<file path="src/rtl/zbus_pkg.sv">
// Shared types for the ZX-bus initiator: bus-cycle FSM states and the
// four Z80 cycle kinds, with helpers that decode a cycle kind into its strobes.
package zbus_pkg;

  typedef enum logic [2:0] {
    ST_IDLE = 3'd0,
    ST_T1   = 3'd1,
    ST_T2   = 3'd2,
    ST_TW   = 3'd3,
    ST_T3   = 3'd4
  } state_t;

  typedef enum logic [1:0] {
    MEMRD = 2'b00,
    MEMWR = 2'b01,
    IORD  = 2'b10,
    IOWR  = 2'b11
  } cyc_t;

  function automatic cyc_t cycType(input logic io, input logic we);
    return cyc_t'({io, we});
  endfunction

  function automatic logic isIo(input cyc_t c);
    return (c == IORD) || (c == IOWR);
  endfunction

  function automatic logic isWrite(input cyc_t c);
    return (c == MEMWR) || (c == IOWR);
  endfunction

endpackage

</file>
<file path="src/rtl/zbus_tstate_tick.sv">
// T-state timer: counts T_CLKS clocks per T-state and flags the last clock.
// Held at reload while the FSM idles so T1 starts with a full T-state.
module zbus_tstate_tick #(
  parameter int T_CLKS = 2
) (
  input  logic clk,
  input  logic rst,
  input  logic i_load,
  output logic o_last
);

  localparam int CW = (T_CLKS > 1) ? $clog2(T_CLKS) : 1;
  localparam logic [CW-1:0] RELOAD = CW'(T_CLKS - 1);

  logic [CW-1:0] r_cnt;

  always_ff @(posedge clk) begin
    if (rst) begin
      r_cnt <= RELOAD;
    end else if (i_load || (r_cnt == '0)) begin
      r_cnt <= RELOAD;
    end else begin
      r_cnt <= r_cnt - CW'(1);
    end
  end

  assign o_last = (r_cnt == '0);

endmodule

</file>
<file path="src/rtl/zbus_master.sv">
// ZX-bus initiator: runs one Z80-style memory/IO read or write cycle per
// request, stretching it for automatic IO waits and card-driven zwait_n.
module zbus_master
  import zbus_pkg::*;
#(
  parameter int T_CLKS   = 2,
  parameter int IO_WAIT  = 1,
  parameter int WAIT_MAX = 255
) (
  input  logic        clk,
  input  logic        rst,
  input  logic        req,
  input  logic        we,
  input  logic        io,
  input  logic [15:0] addr,
  input  logic [7:0]  wdata,
  output logic        busy,
  output logic        ack,
  output logic [7:0]  rdata,
  output logic        claimed,
  output logic        err,
  output logic [15:0] za,
  output logic [7:0]  zd_out,
  output logic        zd_oe,
  input  logic [7:0]  zd_in,
  output logic        zmreq_n,
  output logic        ziorq_n,
  output logic        zrd_n,
  output logic        zwr_n,
  input  logic        zwait_n,
  input  logic        ziorqge
);

  localparam logic [1:0] IO_WAIT_L  = 2'(IO_WAIT);
  localparam logic [7:0] WAIT_MAX_L = 8'(WAIT_MAX);

  state_t      r_state, w_stateNxt;
  cyc_t        r_cyc, w_cycNxt;
  logic        w_last, w_tickLoad, w_accept, w_endT3;
  logic        w_autoTw, w_extraTw, w_abort, w_strobe;
  logic [1:0]  r_autoCnt;
  logic [7:0]  r_waitCnt;
  logic        r_errPend;
  logic        r_busy, r_ack, r_mreqN, r_iorqN, r_rdN, r_wrN, r_zdOe;
  logic        w_busy, w_mreqN, w_iorqN, w_rdN, w_wrN, w_zdOe;
  logic [15:0] r_za;
  logic [7:0]  r_zdOut, r_rdata;
  logic        r_claimed, r_err;

  assign w_tickLoad = (r_state == ST_IDLE);
  assign w_accept   = (r_state == ST_IDLE) && req;
  assign w_endT3    = (r_state == ST_T3) && w_last;

  zbus_tstate_tick #(.T_CLKS(T_CLKS)) u_tick (
    .clk    (clk),
    .rst    (rst),
    .i_load (w_tickLoad),
    .o_last (w_last)
  );

  always_ff @(posedge clk) begin
    if (rst) begin
      r_state <= ST_IDLE;
      r_busy  <= 1'b0;
      r_ack   <= 1'b0;
      r_mreqN <= 1'b1;
      r_iorqN <= 1'b1;
      r_rdN   <= 1'b1;
      r_wrN   <= 1'b1;
      r_zdOe  <= 1'b0;
    end else begin
      r_state <= w_stateNxt;
      r_busy  <= w_busy;
      r_ack   <= w_endT3;
      r_mreqN <= w_mreqN;
      r_iorqN <= w_iorqN;
      r_rdN   <= w_rdN;
      r_wrN   <= w_wrN;
      r_zdOe  <= w_zdOe;
    end
  end

  // Automatic IO waits are spent before zwait_n is even looked at.
  always_comb begin
    w_stateNxt = r_state;
    w_autoTw   = 1'b0;
    w_extraTw  = 1'b0;
    w_abort    = 1'b0;
    case (r_state)
      ST_IDLE: if (req) w_stateNxt = ST_T1;
      ST_T1:   if (w_last) w_stateNxt = ST_T2;
      ST_T2, ST_TW: begin
        if (w_last) begin
          if (isIo(r_cyc) && (r_autoCnt < IO_WAIT_L)) begin
            w_stateNxt = ST_TW;
            w_autoTw   = 1'b1;
          end else if (!zwait_n && (r_waitCnt < WAIT_MAX_L)) begin
            w_stateNxt = ST_TW;
            w_extraTw  = 1'b1;
          end else if (!zwait_n) begin
            w_stateNxt = ST_T3;
            w_abort    = 1'b1;
          end else begin
            w_stateNxt = ST_T3;
          end
        end
      end
      ST_T3:   if (w_last) w_stateNxt = ST_IDLE;
      default: w_stateNxt = ST_IDLE;
    endcase
  end

  // Decoded from the next state so the registered strobes switch exactly on T-state boundaries.
  always_comb begin
    w_cycNxt = w_accept ? cycType(io, we) : r_cyc;
    w_strobe = (w_stateNxt == ST_T2) || (w_stateNxt == ST_TW) || (w_stateNxt == ST_T3);
    w_mreqN  = !(w_strobe && !isIo(w_cycNxt));
    w_iorqN  = !(w_strobe && isIo(w_cycNxt));
    w_rdN    = !(w_strobe && !isWrite(w_cycNxt));
    w_wrN    = !(w_strobe && isWrite(w_cycNxt));
    w_zdOe   = (w_stateNxt != ST_IDLE) && isWrite(w_cycNxt);
    w_busy   = (w_stateNxt != ST_IDLE);
  end

  always_ff @(posedge clk) begin
    if (rst) begin
      r_cyc     <= MEMRD;
      r_za      <= '0;
      r_zdOut   <= '0;
      r_autoCnt <= '0;
      r_waitCnt <= '0;
      r_errPend <= 1'b0;
      r_rdata   <= '0;
      r_claimed <= 1'b0;
      r_err     <= 1'b0;
    end else begin
      if (w_accept) begin
        r_cyc     <= cycType(io, we);
        r_za      <= addr;
        r_zdOut   <= wdata;
        r_autoCnt <= '0;
        r_waitCnt <= '0;
        r_errPend <= 1'b0;
      end
      if (w_autoTw)  r_autoCnt <= r_autoCnt + 2'd1;
      if (w_extraTw) r_waitCnt <= r_waitCnt + 8'd1;
      if (w_abort)   r_errPend <= 1'b1;
      if (w_endT3) begin
        if (!isWrite(r_cyc)) r_rdata <= zd_in;
        r_claimed <= isIo(r_cyc) && ziorqge;
        r_err     <= r_errPend;
      end
    end
  end

  assign busy    = r_busy;
  assign ack     = r_ack;
  assign rdata   = r_rdata;
  assign claimed = r_claimed;
  assign err     = r_err;
  assign za      = r_za;
  assign zd_out  = r_zdOut;
  assign zd_oe   = r_zdOe;
  assign zmreq_n = r_mreqN;
  assign ziorq_n = r_iorqN;
  assign zrd_n   = r_rdN;
  assign zwr_n   = r_wrN;

endmodule

</file>
<file path="config.mk">
export PLATFORM = sky130hd
export DESIGN_NAME = zbus_master
export DESIGN_NICKNAME = d
export VERILOG_FILES = /design/src/rtl/zbus_pkg.sv /design/src/rtl/zbus_tstate_tick.sv /design/src/rtl/zbus_master.sv
export SDC_FILE = /design/constraint.sdc
export NUM_CORES = 1
export LEC_CHECK = 0
export CAP_MARGIN = 15
export CORE_MARGIN = 2
export CORE_UTILIZATION = 38
export DETAILED_ROUTE_END_ITERATION = 12
export HOLD_SLACK_MARGIN = 0.08
export PLACE_DENSITY = 0.72
export RECOVER_POWER = 100
export SYNTH_ARGS = -nofsm -noshare
export SYNTH_HDL_FRONTEND = slang
export SYNTH_HIERARCHICAL = 1
export SYNTH_SLANG_ARGS = --single-unit
</file>
<file path="constraint.sdc">
create_clock -name clk -period 1.9 [get_ports clk]
set_clock_uncertainty 0.15 [all_clocks]
set_input_delay 0.38 -clock clk [delete_from_list [all_inputs] [get_ports clk]]
set_output_delay 0.38 -clock clk [all_outputs]
set_load 0.03 [all_outputs]
</file>
==> results of run 1 <==
[through the flow]
step	hold slack, ns	TNS, ns	total power [µW]	cells	instance area [µm²]
2_1_floorplan	0.302	0	1530	263	2280
3_3_place_gp	0.291	-1.40	1760	425	3300
3_5_place_dp	0.297	-2.10	1760	425	3300
4_1_cts	0.305	0	3040	440	3510
5_1_grt	0.325	-0.000999	3090	442	3370
6_report	0.302	0	2960	442	3370
[where the power goes]
group          leakage (µW)  internal [µW]  switching, µW
clock network      0.000110            804            457
logic              0.000678            180            227
registers          0.000473           1260           27.2
[cells in the final DEF (no fill, tap or decap), types with 4 or more instances in the layout]
cell type and instances:
clkbuf_1 31, clkdlybuf4s50_1 47, buf_4 20, mux2i_1 11
dfxtp_1 57, dlygate4sd2_1 4, or3_1 6, a21oi_1 31
nand4_1 5, clkbuf_8 11, nor3_1 5, nand2_1 52
nor2_1 22, nand3_1 6, a31oi_1 6, o211ai_1 5
[cell type report]
| type | count | area, µm² |
|---|---|---|
| clock buffers | 13 | 159 |
| clock inverters | 2 | 60.1 |
| fillers | 550 | 2480 |
| inverters | 3 | 11.3 |
| multi-input cells | 183 | 1040 |
| flip-flops and latches | 58 | 1160 |
| well taps | 75 | 93.8 |
| repair buffers | 108 | 838 |
[final timing paths]
kind	startpoint	end	slack, ns	depth (start not counted)
max	zd_out[6]	zd_out[6]	0.05	1
min reg2reg	zd_out[6]	zd_out[6]	0.30	2
min	zd_out[6]	zd_out[6]	0.30	2
max reg2reg	r_waitCnt[2]	r_waitCnt[4]	0.09	4
[per-layer routing]
| metal | share of wire (%) | GRT usage [%] |
|---|---|---|
| met4 | 0.72 | 6.10 |
| met2 | 50 | 31.3 |
| met3 | 7.6 | 7.25 |
| met5 | 0 | 0 |
| met1 | 42 | 20.5 |
[timing repair]
| action | in CTS | in global routing |
|---|---|---|
| resized for setup | 4 | 32 |
| setup buffers | 0 | 2 |
| pin swaps | 1 | 5 |
| endpoints found under the setup margin | 5 | 32 |
[state kept, by name, summed over array words and instances (netlist names), 2 cells and up]
register and cells:
r_autoCnt 2, rdata 8, r_cyc 2, za 16
zd_out 8, r_waitCnt 8, r_state 3
[logic make-up after synthesis]
| logic type | after synthesis | synth area share, % |
|---|---|---|
| AND/OR/NAND/NOR | 116 | 25.0 |
| flip-flops | 58 | 50.8 |
| AO/OA/AOI/OAI | 54 | 14.3 |
| buffers and inverters | 22 | 3.94 |
| multiplexers | 11 | 4.82 |
| adder cells (fa/ha/maj) | 2 | 1.10 |
==> metrics.txt, run 1 <==
Worst Setup End Kind=output port; Mapped Cells=263; Clock transition at path regs=0.06 ns; Max Fanout on Critical Path=2; Main synth FF type=dfxtp_1; Max VDD drop=0.000452 V; YS warnings=6; ranking of synthesized cells by area=dfxtp_1 (51%), nand2_1 (8.7%), a21oi_1 (6.8%), mux2i_1 (4.8%), nor2_1 (3.6%); initial DRC count=106; Hold/Removal Path Class=flip-flop to flip-flop; crit path launch type=flip-flop; core area=0.00585 mm²; pre-CTS setup slack=-0.209 ns; num ports=80; Final setup viols=0; Via Count=between 2,000 and 2,500; GRT Total Usage=about 18%; nets@finish=about 400; Die Y=between 80 and 90 µm; post-DR vias/cell=4.97; chip width=just over 80 µm; DRC errors left=0; first-pass GRT wire length=roughly 9300 µm; Critical Path AT=about 1.3 ns; synthesized flop and latch total=58; Slew @ Worst Pin=slightly above 0.6 ns; drt wl/cell=13.2 µm; Num CTS Buffers=9; area leader, netlist=dfxtp_1; drt total wl=5830 µm; vias in the first global route=2,139; Final Hold Viols=0; Antenna diodes=0; CP Buf/Inv Count=1; antenna violations before repair=0; cell family contributing the most delay on the critical path=buffers and inverters; crit-path cells=clkdlybuf4s50_1; status=finished, final reports clean; Mapped Area=about 0.0023 mm²; clock sink count=58; Max Fclk=between 500 and 600 MHz; Worst path slowest cell=clkdlybuf4s50_1; Core Util, Final=a little under three fifths; Initial Utilization=between 30 and 40%; LEAKAGE=0.00126 µW; final worst-path cycle share=a little over nine tenths; Post-synth EDFFs=0; later-pin clock latency in the skew report=0.33 ns; final max-slew violation count=0; hold buffer count at CTS=0; Synth cell types=39; most instantiated cells after synthesis=dfxtp_1 (58), nand2_1 (53), a21oi_1 (31); largest net degree at the start of global routing=32; Critical Path RT=between 1 and 1.5 ns; post-DP HPWL=between 4000 and 5000 µm; slew margin rel.=approximately three fifths; grt total ovfl=0; H-Tree Depth=3; die area=around 0.0066 mm²; # port buffers=79; CTS tree=done; Area Growth Syn to Fin=47.5%; Yosys top cell area share=around half; post-synthesis async set-or-reset flop share=0%; CP Class=flip-flop to output port; post-route ant nets=0; Mapped Nets=between 300 and 400; max cap viols=0; final setup margin=a little under 0.05 ns; DRT Pass-1 Iters=4; fin crit period=1.85 ns; row count=28; most common cell in the synthesized netlist=dfxtp_1; Largest stage delay, worst path=around 0.67 ns; power density over cell area=around 880 mW/mm²; clock buffer depth=2; layout cell share with drive strength beyond 1=~13%; post-synthesis sequential area ratio=between 50% and 60%; Avg Cell Area, Syn=around 8.7 µm²; CTS root buf=clkbuf_8; GP Congestion=approximately 0.77
(Power assumes the default switching activity.)
==> run 2, diff against run 1 <==
--- a/config.mk
+++ b/config.mk
@@ -7,10 +7,10 @@
 export LEC_CHECK = 0
 export CAP_MARGIN = 15
 export CORE_MARGIN = 2
-export CORE_UTILIZATION = 38
+export CORE_UTILIZATION = 35
 export DETAILED_ROUTE_END_ITERATION = 12
 export HOLD_SLACK_MARGIN = 0.08
-export PLACE_DENSITY = 0.72
+export PLACE_DENSITY = 0.67
 export RECOVER_POWER = 100
 export SYNTH_ARGS = -nofsm -noshare
 export SYNTH_HDL_FRONTEND = slang
==> metrics.txt, run 2 (synthesis results as in run 1) <==
status=finished, final reports clean; Largest stage delay, worst path=0.68 ns (about the same); later-pin clock latency in the skew report=0.33 ns (about the same); Final setup viols=0 (unchanged); pre-CTS setup slack=-0.146 ns (+0.0633 ns); layout cell share with drive strength beyond 1=15.9% (+3.1 points); CP Class=flip-flop to output port; Die Y=84.8 µm (+4.0%); critical path depth=1 (unchanged); FILL cells=608 (+11%); hold endpoint=zd_out[0]; max cap viols=0 (unchanged); CP Buf/Inv Count=1 (unchanged); Max Fanout on Critical Path=2 (unchanged); Worst Setup End Kind=output port; fin crit period=1.86 ns (+0.00704 ns); largest net degree at the start of global routing=27 (-16%); H-Tree Depth=3 (unchanged); # port buffers=79 (unchanged); R2R depth=4 (unchanged); Critical Path AT=1.33 ns (about the same); num ports=80 (unchanged); Worst path slowest cell=clkdlybuf4s50_1; CTS root buf=clkbuf_8; Hold Path Cell Cnt=2 (unchanged); nets@finish=408 (+0.99%); final worst-path cycle share=97.8% (+0.37 points); core area=0.00631 mm² (+7.9%); Max VDD drop=0.000673 V (+49%); cell family contributing the most delay on the critical path=buffers and inverters; Critical Path RT=1.37 ns (about the same); final max-slew violation count=0 (unchanged); Area Growth Syn to Fin=49.8%; worst r2r src=r_waitCnt[1]; LEAKAGE=0.00129 µW (+2.1%); min-delay src=zd_out[0]; post-DR vias/cell=4.91 (-1.3%); Clock transition at path regs=0.06 ns (about the same); Slew @ Worst Pin=0.477 ns (-0.128 ns); max reg flops=16 (unchanged); slew margin rel.=68.2% (+8.5 points); vias in the first global route=2,115 (-1.1%); power density over cell area=908 mW/mm² (+3.4%); clock buffer depth=2 (unchanged); grt total ovfl=0 (unchanged); worst flop-to-flop path endpoint=r_waitCnt[4]; Antenna diodes=0 (unchanged); die area=0.00719 mm² (+8.1%); Via Count=2,203 (+0.23%); clock sink count=58 (unchanged); worst reg-to-reg setup slack=0.06 ns (-0.03 ns); drt wl/cell=12.5 µm (-5.5%); first-pass GRT wire length=9630 µm (+3.2%); chip width=84.8 µm (+4.0%); DRT Pass-1 Iters=4 (unchanged); post-DP HPWL=3980 µm (-1.4%); final setup margin=0.0412 ns (-0.00704 ns); antenna violations before repair=0 (unchanged); initial DRC count=83 (-22%); Hold/Removal Path Class=flip-flop to flip-flop; Hold WS=0.302 ns (+0.000415 ns); Max Fclk=538 MHz (-0.38%); post-route ant nets=0 (unchanged); Initial Utilization=36.2% (-2.9 points); Final Hold Viols=0 (unchanged); hold buffer count at CTS=0 (unchanged); GP Congestion=0.796 (+2.8%); DRC errors left=0 (unchanged); Worst Setup SP=zd_out[7]; most frequent cells in the layout=dfxtp_1 (57), nand2_1 (52), clkdlybuf4s50_1 (46); crit-path cells=clkdlybuf4s50_1; row count=29 (+3.6%); CTS tree=done; Num CTS Buffers=9 (unchanged); GRT Total Usage=16.4% (-1.8 points); commonest non-fill, non-tap cell in the layout=dfxtp_1; drt total wl=5600 µm (-4.0%); crit path launch type=flip-flop
## run 2: cell count changes in the layout (fill, tap and decap cells not counted), sizes merged
cell,before,now
buf,24,33
bufinv,2,3
clkbuf,45,41
clkdlybuf4s50,47,46
clkinv,0,2
dlygate4sd2,4,3
dlygate4sd3,1,0
## run 2: area by class of cell
| cell class | count | area, µm² | share of cell area, % |
|---|---|---|---|
| Clock buffer | 11 | 151 | 4.42 |
| Multi-Input combinational cell | 183 | 1050 | 30.8 |
| Clock inverter | 5 | 100 | 2.92 |
| Inverter | 3 | 11.3 | 0.329 |
| Timing Repair Buffer | 112 | 848 | 24.8 |
| Sequential cell | 58 | 1160 | 34.0 |
| Tap cell | 77 | 96.3 | 2.81 |
## run 2: stage by stage
step	TNS, ns	util, %	cell area (µm²)	total power, µW	std cells
after global routing	-0.0257	54.2	3420	3250	449
after CTS	0	56.6	3580	3190	448
after detailed placement	-1.88	52.7	3330	1770	432
after floorplan	0	-	2280	1530	263
after global placement	-0.883	52.7	3330	1760	432
final	0	54.2	3420	3110	449
## run 2: worst max-delay path by stage
stage / endpoint / slack (ns)
2_1_floorplan: ziorq_n / 0.11
6_report: zd_out[7] / 0.04
3_5_place_dp: r_waitCnt[5] / -0.15
3_3_place_gp: r_waitCnt[5] / -0.11
4_1_cts: rdata[1] / 0.003
5_1_grt: r_waitCnt[4] / -0.03
## run 2: per-layer routing
metal  global-route usage, %  share of wire [%]  vias up
met4                    4.33               0.64        0
met1                    19.8                 44     1002
met5                       0                  0        -
met3                    6.10                6.9        5
li1                        -                  -     1132
met2                    27.6                 49       64
## run 2: power breakdown
group	internal, µW	switching (µW)
Clock	938	472
Sequential	1260	27.4
Combinational	184	224
## run 2: what timing repair did
| action | in CTS | in global routing |
|---|---|---|
| pin swaps | 0 | 2 |
| endpoints found under the setup margin | 3 | 34 |
| buffers inserted | 0 | 1 |
| resized for setup | 3 | 37 |
| gates cloned | 0 | 0 |
==> run 3, diff against run 2 <==
--- a/config.mk
+++ b/config.mk
@@ -7,10 +7,10 @@
 export LEC_CHECK = 0
 export CAP_MARGIN = 15
 export CORE_MARGIN = 2
-export CORE_UTILIZATION = 35
+export CORE_UTILIZATION = 40
 export DETAILED_ROUTE_END_ITERATION = 12
 export HOLD_SLACK_MARGIN = 0.08
-export PLACE_DENSITY = 0.67
+export PLACE_DENSITY = 0.75
 export RECOVER_POWER = 100
 export SYNTH_ARGS = -nofsm -noshare
 export SYNTH_HDL_FRONTEND = slang
==> metrics.txt, run 3 (synthesis results as in run 1) <==
status=finished, final reports clean; first-pass GRT wire length=9340 µm (-3.0%); worst flop-to-flop path endpoint=r_waitCnt[4]; fin crit period=1.86 ns (+0.00454 ns); layout cell share with drive strength beyond 1=13.0% (-2.8 points); Final setup viols=0 (unchanged); pre-CTS setup slack=-0.313 ns (-0.167 ns); row count=27 (-6.9%); initial DRC count=128 (+54%); cell family contributing the most delay on the critical path=buffers and inverters; core area=0.00551 mm² (-13%); H-Tree Depth=3 (unchanged); Core Util, Final=60.7% (+6.5 points); Final Cell Area=0.00334 mm² (-2.3%); hold buffer count at CTS=0 (unchanged); final worst-path cycle share=98.1% (+0.24 points); Largest stage delay, worst path=0.67 ns (about the same); Num CTS Buffers=9 (unchanged); clock sink count=58 (unchanged); post-route ant nets=0 (unchanged); worst reg-to-reg setup slack=0.10 ns (+0.04 ns); # port buffers=79 (unchanged); die area=0.00633 mm² (-12%); antenna violations before repair=0 (unchanged); Clock transition at path regs=0.06 ns (about the same); post-DP HPWL=3960 µm (-0.67%); Max Fanout on Critical Path=2 (unchanged); Critical Path RT=1.37 ns (about the same); Area Growth Syn to Fin=46.4%; Slew @ Worst Pin=0.526 ns (+0.0490 ns); Via Count=2,222 (+0.86%); final max-slew violation count=0 (unchanged); DRT Pass-1 Iters=4 (unchanged); DRC errors left=0 (unchanged); Worst path slowest cell=clkdlybuf4s50_1; Max Fclk=537 MHz (-0.24%); R2R depth=7 (+3); num ports=80 (unchanged); Worst Setup SP=za[0]; nets@finish=404 (-0.98%); Final Hold Viols=0 (unchanged); end of the critical path=za[0]; CP Buf/Inv Count=1 (unchanged); Hold/Removal Path Class=input port to flip-flop; CTS root buf=clkbuf_8; vias in the first global route=2,053 (-2.9%); critical path depth=1 (unchanged); drt wl/cell=12.7 µm (+1.8%); max reg flops=16 (unchanged); Antenna diodes=0 (unchanged); crit path launch type=flip-flop; Critical Path AT=1.33 ns (about the same); power density over cell area=795 mW/mm² (-13%); most frequent cells in the layout=dfxtp_1 (57), clkdlybuf4s50_1 (56), nand2_1 (52); CTS tree=done; LEAKAGE=0.00123 µW (-4.2%); worst r2r src=r_autoCnt[1]; final setup margin=0.0367 ns (-0.00454 ns); Initial Utilization=41.5% (+5.3 points); RSZ-0062 raised after global routing=false; FILL cells=528 (-13%); largest net degree at the start of global routing=30 (+11%); GP Congestion=0.818 (+2.8%); crit-path cells=clkdlybuf4s50_1; GRT Total Usage=18.6% (+2.2 points); max cap viols=0 (unchanged); Placement Cell Area=0.00330 mm² (-0.94%); grt total ovfl=0 (unchanged); commonest non-fill, non-tap cell in the layout=dfxtp_1; CP Class=flip-flop to output port; drt total wl=5580 µm (-0.21%); Max VDD drop=0.000462 V (-31%); slew margin rel.=64.9% (-3.3 points); Die Y=79.6 µm (-6.2%); clock buffer depth=2 (unchanged); chip width=79.6 µm (-6.2%); post-DR vias/cell=5.05 (+2.9%); later-pin clock latency in the skew report=0.33 ns (about the same); Worst Setup End Kind=output port
==> run 3: layer usage <==
| layer | share of wire (%) | global-route usage, % |
|---|---|---|
| met1 | 44 | 23.8 |
| met2 | 47 | 29.0 |
| met3 | 7.6 | 6.56 |
| met4 | 1.2 | 6.72 |
| met5 | 0 | 0 |
==> run 3: cell type report <==
class                           count  area (µm²)  area share (%)
Sequential cell                    58        1160            34.8
Multi-Input combinational cell    183        1040            31.2
Timing Repair Buffer              108         875            26.2
Clock buffer                       13         149            4.45
Tap cell                           72        90.1            2.69
Clock inverter                      3        15.0           0.449
Inverter                            3        11.3           0.337
==> run 3: how the worst min path moves through the flow <==
stage / from / endpoint / slack, ns / depth (start not counted)
floorplan: u_tick/r_cnt / u_tick/r_cnt / 0.30 / 1
CTS: rst / ack / 0.25 / 2
detailed placement: za[11] / za[11] / 0.30 / 2
finish: rst / r_errPend / 0.25 / 2
global placement: zd_out[2] / zd_out[2] / 0.29 / 2
global route: rst / r_errPend / 0.26 / 2
==> run 3: stage by stage <==
stage | hold WS, ns | std cells | setup TNS (ns) | power [µW]
2_1_floorplan | 0.302 | 263 | 0 | 1530
3_3_place_gp | 0.292 | 422 | -2.38 | 1750
3_5_place_dp | 0.296 | 422 | -3.14 | 1750
4_1_cts | 0.250 | 439 | 0 | 2720
5_1_grt | 0.265 | 440 | 0 | 2790
6_report | 0.253 | 440 | 0 | 2660
==> run 3: report_power, final <==
| part | total (µW) | leakage [µW] | switching [µW] | internal [µW] |
|---|---|---|---|---|
| Combinational | 405 | 0.000674 | 223 | 182 |
| Sequential | 1290 | 0.000473 | 26.8 | 1260 |
| Clock | 961 | 0.0000872 | 458 | 503 |
==> run 3: timing repair <==
item / CTS / global route
pin swaps: 1 / 3
setup buffers: 1 / 1
resized for setup: 1 / 26
setup endpoints to repair: 5 / 23
